===== src/rtl/phase_sequencer.sv =====
// Instruction-cycle sequencer: emits one-clock phase strobes per instruction,
// handles run / single-step / halt, and counts completed instructions.
module phase_sequencer #(
    parameter int NUM_PHASES = 5,
    parameter int ICNT_W     = 16
) (
    input  logic                  clock,
    input  logic                  reset,
    input  logic                  exec_pulse,
    input  logic                  step_pulse,
    input  logic                  halt_req,
    output logic [NUM_PHASES-1:0] phase,
    output logic [3:0]            tick,
    output logic                  running,
    output logic                  stop_pending,
    output logic [ICNT_W-1:0]     instr_count,
    output logic [NUM_PHASES-1:0] phase_led
);

    typedef enum logic [1:0] {
        HALTED = 2'd0,
        RUN    = 2'd1,
        STEP   = 2'd2
    } state_t;

    localparam logic [3:0] LAST = 4'(2 * NUM_PHASES - 1);

    state_t              state_q, state_d;
    logic [3:0]          tick_q, tick_d;
    logic                stop_q, stop_d;
    logic [ICNT_W-1:0]   count_q, count_d;

    always_ff @(posedge clock) begin
        if (reset) begin
            state_q <= HALTED;
            tick_q  <= 4'd0;
            stop_q  <= 1'b0;
            count_q <= '0;
        end else begin
            state_q <= state_d;
            tick_q  <= tick_d;
            stop_q  <= stop_d;
            count_q <= count_d;
        end
    end

    // Stops are only honoured at the instruction boundary; a request seen on
    // the boundary tick itself takes effect there and is not carried over.
    always_comb begin
        state_d = state_q;
        tick_d  = tick_q;
        stop_d  = stop_q;
        count_d = count_q;
        unique case (state_q)
            HALTED: begin
                tick_d = 4'd0;
                stop_d = 1'b0;
                if (exec_pulse)      state_d = RUN;
                else if (step_pulse) state_d = STEP;
            end
            RUN: begin
                if (tick_q == LAST) begin
                    tick_d  = 4'd0;
                    count_d = count_q + ICNT_W'(1);
                    stop_d  = 1'b0;
                    if (stop_q || exec_pulse || halt_req) state_d = HALTED;
                end else begin
                    tick_d = tick_q + 4'd1;
                    stop_d = stop_q || exec_pulse || halt_req;
                end
            end
            STEP: begin
                if (tick_q == LAST) begin
                    tick_d  = 4'd0;
                    count_d = count_q + ICNT_W'(1);
                    stop_d  = 1'b0;
                    state_d = HALTED;
                end else begin
                    tick_d = tick_q + 4'd1;
                end
            end
            default: begin
                state_d = HALTED;
                tick_d  = 4'd0;
                stop_d  = 1'b0;
            end
        endcase
    end

    assign running      = (state_q != HALTED);
    assign tick         = tick_q;
    assign stop_pending = stop_q;
    assign instr_count  = count_q;

    // Strobes decode the registered tick only, so each is exactly one clock wide.
    always_comb begin
        phase     = '0;
        phase_led = '0;
        for (int p = 0; p < NUM_PHASES; p++) begin
            phase[p]                  = running && (tick_q == 4'(2 * p));
            phase_led[NUM_PHASES-1-p] = running && (tick_q[3:1] == 3'(p));
        end
    end

endmodule


===== config.mk =====
export PLATFORM = sky130hd
export DESIGN_NAME = phase_sequencer
export DESIGN_NICKNAME = d
export VERILOG_FILES = /design/src/rtl/phase_sequencer.sv
export SDC_FILE = /design/constraint.sdc
export NUM_CORES = 1
export LEC_CHECK = 0
export CAP_MARGIN = 15
export CORE_UTILIZATION = 30
export CTS_BUF_LIST = sky130_fd_sc_hd__clkbuf_16
export CTS_CLUSTER_DIAMETER = 50
export DETAILED_ROUTE_END_ITERATION = 12
export PLACE_DENSITY_LB_ADDON = 0.08
export SYNTH_ARGS = -nofsm -noshare
export SYNTH_HDL_FRONTEND = slang
export SYNTH_SLANG_ARGS = --single-unit

===== constraint.sdc =====
create_clock -name clock -period 3.1 [get_ports clock]
set_input_delay 0.62 -clock clock [delete_from_list [all_inputs] [get_ports clock]]
set_output_delay 0.62 -clock clock [all_outputs]
set_load 0.1 [all_outputs]

Word-level counts from Yosys, hierarchy flattened
Cells that the tools add are included.

Bits of input ports: 5. Register bits after elaboration: 23. Output and inout port bits: 32.

Bitwise gates (word level): 1. Reduce and logical (&&, ||, !) cells: 20. Eq/ne operators: 15. Multiplexer cells: 9. Add/subtract/negate cells: 2.

Operators with widths (count): $add A16 B1 Y16 const B (1); $logic_and A1 B1 Y1 (10); $mux W2 (5); $eq A4 B3 Y1 const B (2); $eq A4 B4 Y1 const B (2); $eq A3 B2 Y1 const B (2); $ne A2 B2 Y1 const B (3); $pmux W2 S3 (1); $add A4 B1 Y4 const B (1); $eq A4 B2 Y1 const B (1); $logic_not A4 Y1 (1); $reduce_and A4 Y1 (1); $eq A3 B1 Y1 const B (1); $eq A3 B3 Y1 const B (1); $logic_not A3 Y1 (1); $ne A3 B3 Y1 const B (1); $reduce_or A3 Y1 (1); $eq A2 B1 Y1 const B (1); $eq A2 B2 Y1 const B (1); $logic_not A2 Y1 (1); $logic_or A1 B1 Y1 (2); $mux W1 (2); $pmux W1 S2 (1); $reduce_and A2 Y1 (1); 3 further kinds (3).

Depth between registers and ports, before layout
Depth after elaboration: 5. Mapped depth: 7. Depth with buffers taken out: 6.

Worst setup path before layout
No wires, ideal clock.

Path kind: flip-flop to output port. Start: register tick_q[2], in the netlist tick[2]. End: output phase_led[4]. Cell stages (with the launch flop): 3. Path buffers: 1. Setup slack: -1397 ps. Arrival time: 3877 ps. Data required time: 2480 ps. Path through: dfxtp_1 > buf_6 > nor4_1.

Longest elaborated chain between the ends: 2.

RTL lines: from (decl) (line 29) `logic [3:0] tick_q, tick_d;`; from (signal assigned) (line 41) `tick_q <= tick_d;`; $logic_not A3 Y1 (line 101) `phase_led[NUM_PHASES-1-p] = running && (tick_q[3:1] == 3'(p));`; $logic_and A1 B1 Y1 (line 101); to (decl) (line 17) `output logic [NUM_PHASES-1:0] phase_led`.

Every way passes these cells.

Final worst setup path
Start: register state_q[0]. End: output phase_led[3].

Longest elaborated chain between the ends: 2.

RTL lines: from (decl) (line 28) `state_t state_q, state_d;`; from (signal assigned) (line 40) `state_q <= state_d;`; $reduce_bool A2 Y1 (line 90) `assign running = (state_q != HALTED);`; $logic_and A1 B1 Y1 (line 101).

Every way passes these cells.

==> summary.txt <==
Drt
  • Number of design rule violations left after detail routing: 0
  • Total Routed Length: 2710 µm
  • Residual antenna-violating net count after detailed routing: 0
  • DR pass1 iterations: 4
  • 1st-iter DRT viols: 35
  • Post-detailed-route wirelength per cell: 11.8 µm
  • Via count normalized by instance count: 4.75
  • Vias: 1092

Placed design
  • Total half-perimeter wirelength after legalization and detailed placement: 2000 µm
  • Count of buffers from port buffering: 36
  • Worst setup timing slack at the placement stage: 0.954 ns
  • Final estimated routing congestion in global placement: 0.741

Timing
  • Min Tclk post-route: 2.33 ns
  • Transition time of the tightest slew-check pin: 0.490 ns
  • Crit path setup slack, layout: 0.766 ns
  • RSZ-0062 raised after global routing: false
  • Worst setup skew after layout: 0.00152 ns
  • Crit share post-route: 0.753
  • Slew margin rel.: 0.673
  • Total setup violations reported at the end of the flow: 0
  • Number of max-slew violations in the final report: 0
  • Peak Freq: 428 MHz
  • Hold Fails Final Rpt: 0

Power
  • Portion of total power attributed to sequential cells: 0.346
  • Total net switching power: 0.374 mW
  • Cell-internal power: 0.553 mW
  • Ratio of total power to cell area: 544 nW/µm²
  • Max rail drop VDD: 574 µV
  • Sw Ratio: 0.403
  • Static leakage: 0.766 nW
  • Combinational power share: 0.358
  • Power share of the clock group: 0.296

Global routing
  • Antenna violations before repair: 0
  • Total track usage: 0.133
  • Largest net degree at the start of global routing: 15
  • Total overflow reported by the global router: 0
  • Via count of the first global-routing pass: 997
  • Global-route wire length before repair: 4560 µm

Clock network
  • CTS Hold Bufs: 0
  • CTS root buf: sky130_fd_sc_hd__clkbuf_16
  • Sink count of the clock tree: 23
  • Number of post-CTS setup repair buffers: 0
  • Max Root-Sink Buffers: 2
  • Clock latency on the worst-skew pair: 0.25 ns
  • Number of buffers added by the clock tree synthesis step: 3
  • Clock tree from TritonCTS: done
  • # H-tree levels: 1
  • Resized cells post-CTS: 0
  • Clock-pin slew on the worst setup and hold paths: 0.06 ns

Final layout
  • Area of the multi-input gates: 783 µm²
  • Fill count: 401
  • Layout cell share with drive strength beyond 1: 0.294
  • Count of inserted antenna diode cells: 0
  • Final net count: 194
  • Final core area utilization: 0.423
  • Synthesis-to-layout area growth: 34.5%
  • Flip-flop and latch area: 460 µm²

Floorplan
  • Site Rows: 23
  • Initial cell density of the core: 0.314
  • Full die area: 4480 µm²
  • Horizontal extent of the die: 67.0 µm
  • Placeable core region: 4030 µm²
  • Top Ports: 37
  • Floorplan die height: 67.0 µm

Synthesis
  • Async set or reset register ratio after synthesis: 0
  • Mapped cell area: 1270 µm²
  • Post-synth cell types: 35
  • Most used standard cells in the synthesized netlist: 26 x sky130_fd_sc_hd__nor2_1, 23 x sky130_fd_sc_hd__dfxtp_1, 9 x sky130_fd_sc_hd__nand2_1, 9 x sky130_fd_sc_hd__nor3_1
  • Number of flops mapped to enable cells by yosys: 0
  • Part of the Yosys area used for sequential elements: 0.364
  • Main flop type after synthesis: sky130_fd_sc_hd__dfxtp_1
  • Number of warning messages in the yosys log: 0
  • Top area cells in the synthesized netlist: sky130_fd_sc_hd__dfxtp_1 36%, sky130_fd_sc_hd__ha_1 7.9%, sky130_fd_sc_hd__nor2_1 7.7%
  • Largest area contributor in the netlist: sky130_fd_sc_hd__dfxtp_1
  • Post-synthesis cell count: 144
  • Net count after synthesis: 157
  • Syn avg cell area: 8.79 µm²
  • Cell with the most instances after synthesis: sky130_fd_sc_hd__nor2_1
  • Synthesis-stage register bit count: 23
  • Area share of the largest cell type after synthesis: 0.364

Critical path
  • Element type at the critical path start: flop
  • Worst-path fanout max: 6
  • Data required time of the critical path: 2.48 ns
  • Type of the worst setup path: reg2out
  • Crit path arrival time: 1.71 ns
  • Kind of capture point of the worst setup path: output pin

Worst hold path
  • Worst min-delay path category: reg2reg

Status
  • Run status: complete, no violations

Flow run
  • Number of max-cap violations: 0
[path summary, 6_finish.rpt]
check,slack (ns),from,to,depth (start not counted)
max,0.77,state_q[0],phase_led[3],6
min,0.50,tick[0],tick[0],1
max reg2reg,0.97,state_q[0],instr_count[15],6
min reg2reg,0.50,tick[0],tick[0],1
[power groups by stage]
| stage | Clock [mW] | Combinational, mW | Sequential [mW] |
|---|---|---|---|
| final | 0.274 | 0.332 | 0.321 |
| after global routing | 0.300 | 0.349 | 0.323 |
| after CTS | 0.283 | 0.332 | 0.321 |
| after detailed placement | 0 | 0.329 | 0.328 |
| after global placement | 0 | 0.331 | 0.326 |
| after floorplan | 0 | 0.219 | 0.371 |
[metal layers]
metal / global-route usage / vias up / share of wire
li1: - / 568 / -
met1: 0.172 / 496 / 0.49
met2: 0.215 / 26 / 0.46
met3: 0.0257 / 2 / 0.042
met4: 0.0479 / 0 / 0.0070
met5: 0 / - / 0
[logic make-up after synthesis]
family / count (synthesis) / share of synthesized area
flops: 23 / 0.364
xor+xnor: 11 / 0.0761
mux: 4 / 0.0375
fa+ha+maj: 8 / 0.0791
compound gates: 13 / 0.0652
buf+inv: 13 / 0.0464
simple gates: 72 / 0.332
[layout by cell type (no fill, tap or decap), types with 2 or more instances in the layout]
master,instances
sky130_fd_sc_hd__nor4_2,3
sky130_fd_sc_hd__clkbuf_16,3
sky130_fd_sc_hd__nand3_1,4
sky130_fd_sc_hd__xnor2_1,8
sky130_fd_sc_hd__clkdlybuf4s50_1,4
sky130_fd_sc_hd__or3_1,2
sky130_fd_sc_hd__o21ai_0,2
sky130_fd_sc_hd__nor2b_1,4
sky130_fd_sc_hd__nor2_1,24
sky130_fd_sc_hd__inv_1,9
sky130_fd_sc_hd__mux2_1,2
sky130_fd_sc_hd__nor3_2,5
sky130_fd_sc_hd__xor2_1,3
sky130_fd_sc_hd__and3_1,2
sky130_fd_sc_hd__nor2_2,2
sky130_fd_sc_hd__dfxtp_1,23
sky130_fd_sc_hd__nand2b_1,4
sky130_fd_sc_hd__nor4_4,2
sky130_fd_sc_hd__ha_1,8
sky130_fd_sc_hd__nor3_1,4
sky130_fd_sc_hd__nand2_1,9
sky130_fd_sc_hd__buf_4,33
sky130_fd_sc_hd__a21oi_1,6
sky130_fd_sc_hd__o32ai_1,2
sky130_fd_sc_hd__nand4_1,2
[final cells by class]
type,count,share of cell area
repair buffers,37,0.169
clock inverters,1,0.00220
multi-input cells,108,0.460
clock buffers,3,0.0441
well taps,50,0.0367
flip-flops and latches,23,0.270
inverters,8,0.0176
[state kept, by name (all words and copies together) (netlist names)]
signal	cells
instr_count	16
tick	4
stop_pending	1
state_q	2
[through the flow]
stage	total power, mW	cell area [µm²]	instances	TNS (ns)	hold WS [ns]
4_1_cts	0.936	1700	230	0	0.505
5_1_grt	0.972	1700	230	0	0.565
6_report	0.927	1700	230	0	0.496
2_1_floorplan	0.590	1300	144	-1.81	0.490
3_3_place_gp	0.657	1620	226	0	0.485
3_5_place_dp	0.657	1620	226	0	0.492
[critical path, cell delays in order, from the launching register on]
cell and delay (ns):
sky130_fd_sc_hd__dfxtp_1 0.34, sky130_fd_sc_hd__inv_1 0.08, sky130_fd_sc_hd__ha_1 0.29, sky130_fd_sc_hd__inv_1 0.19
sky130_fd_sc_hd__nand2_1 0.12, sky130_fd_sc_hd__nor3_2 0.13, sky130_fd_sc_hd__buf_4 0.31
Note: power is estimated with default switching activity, not from simulation.
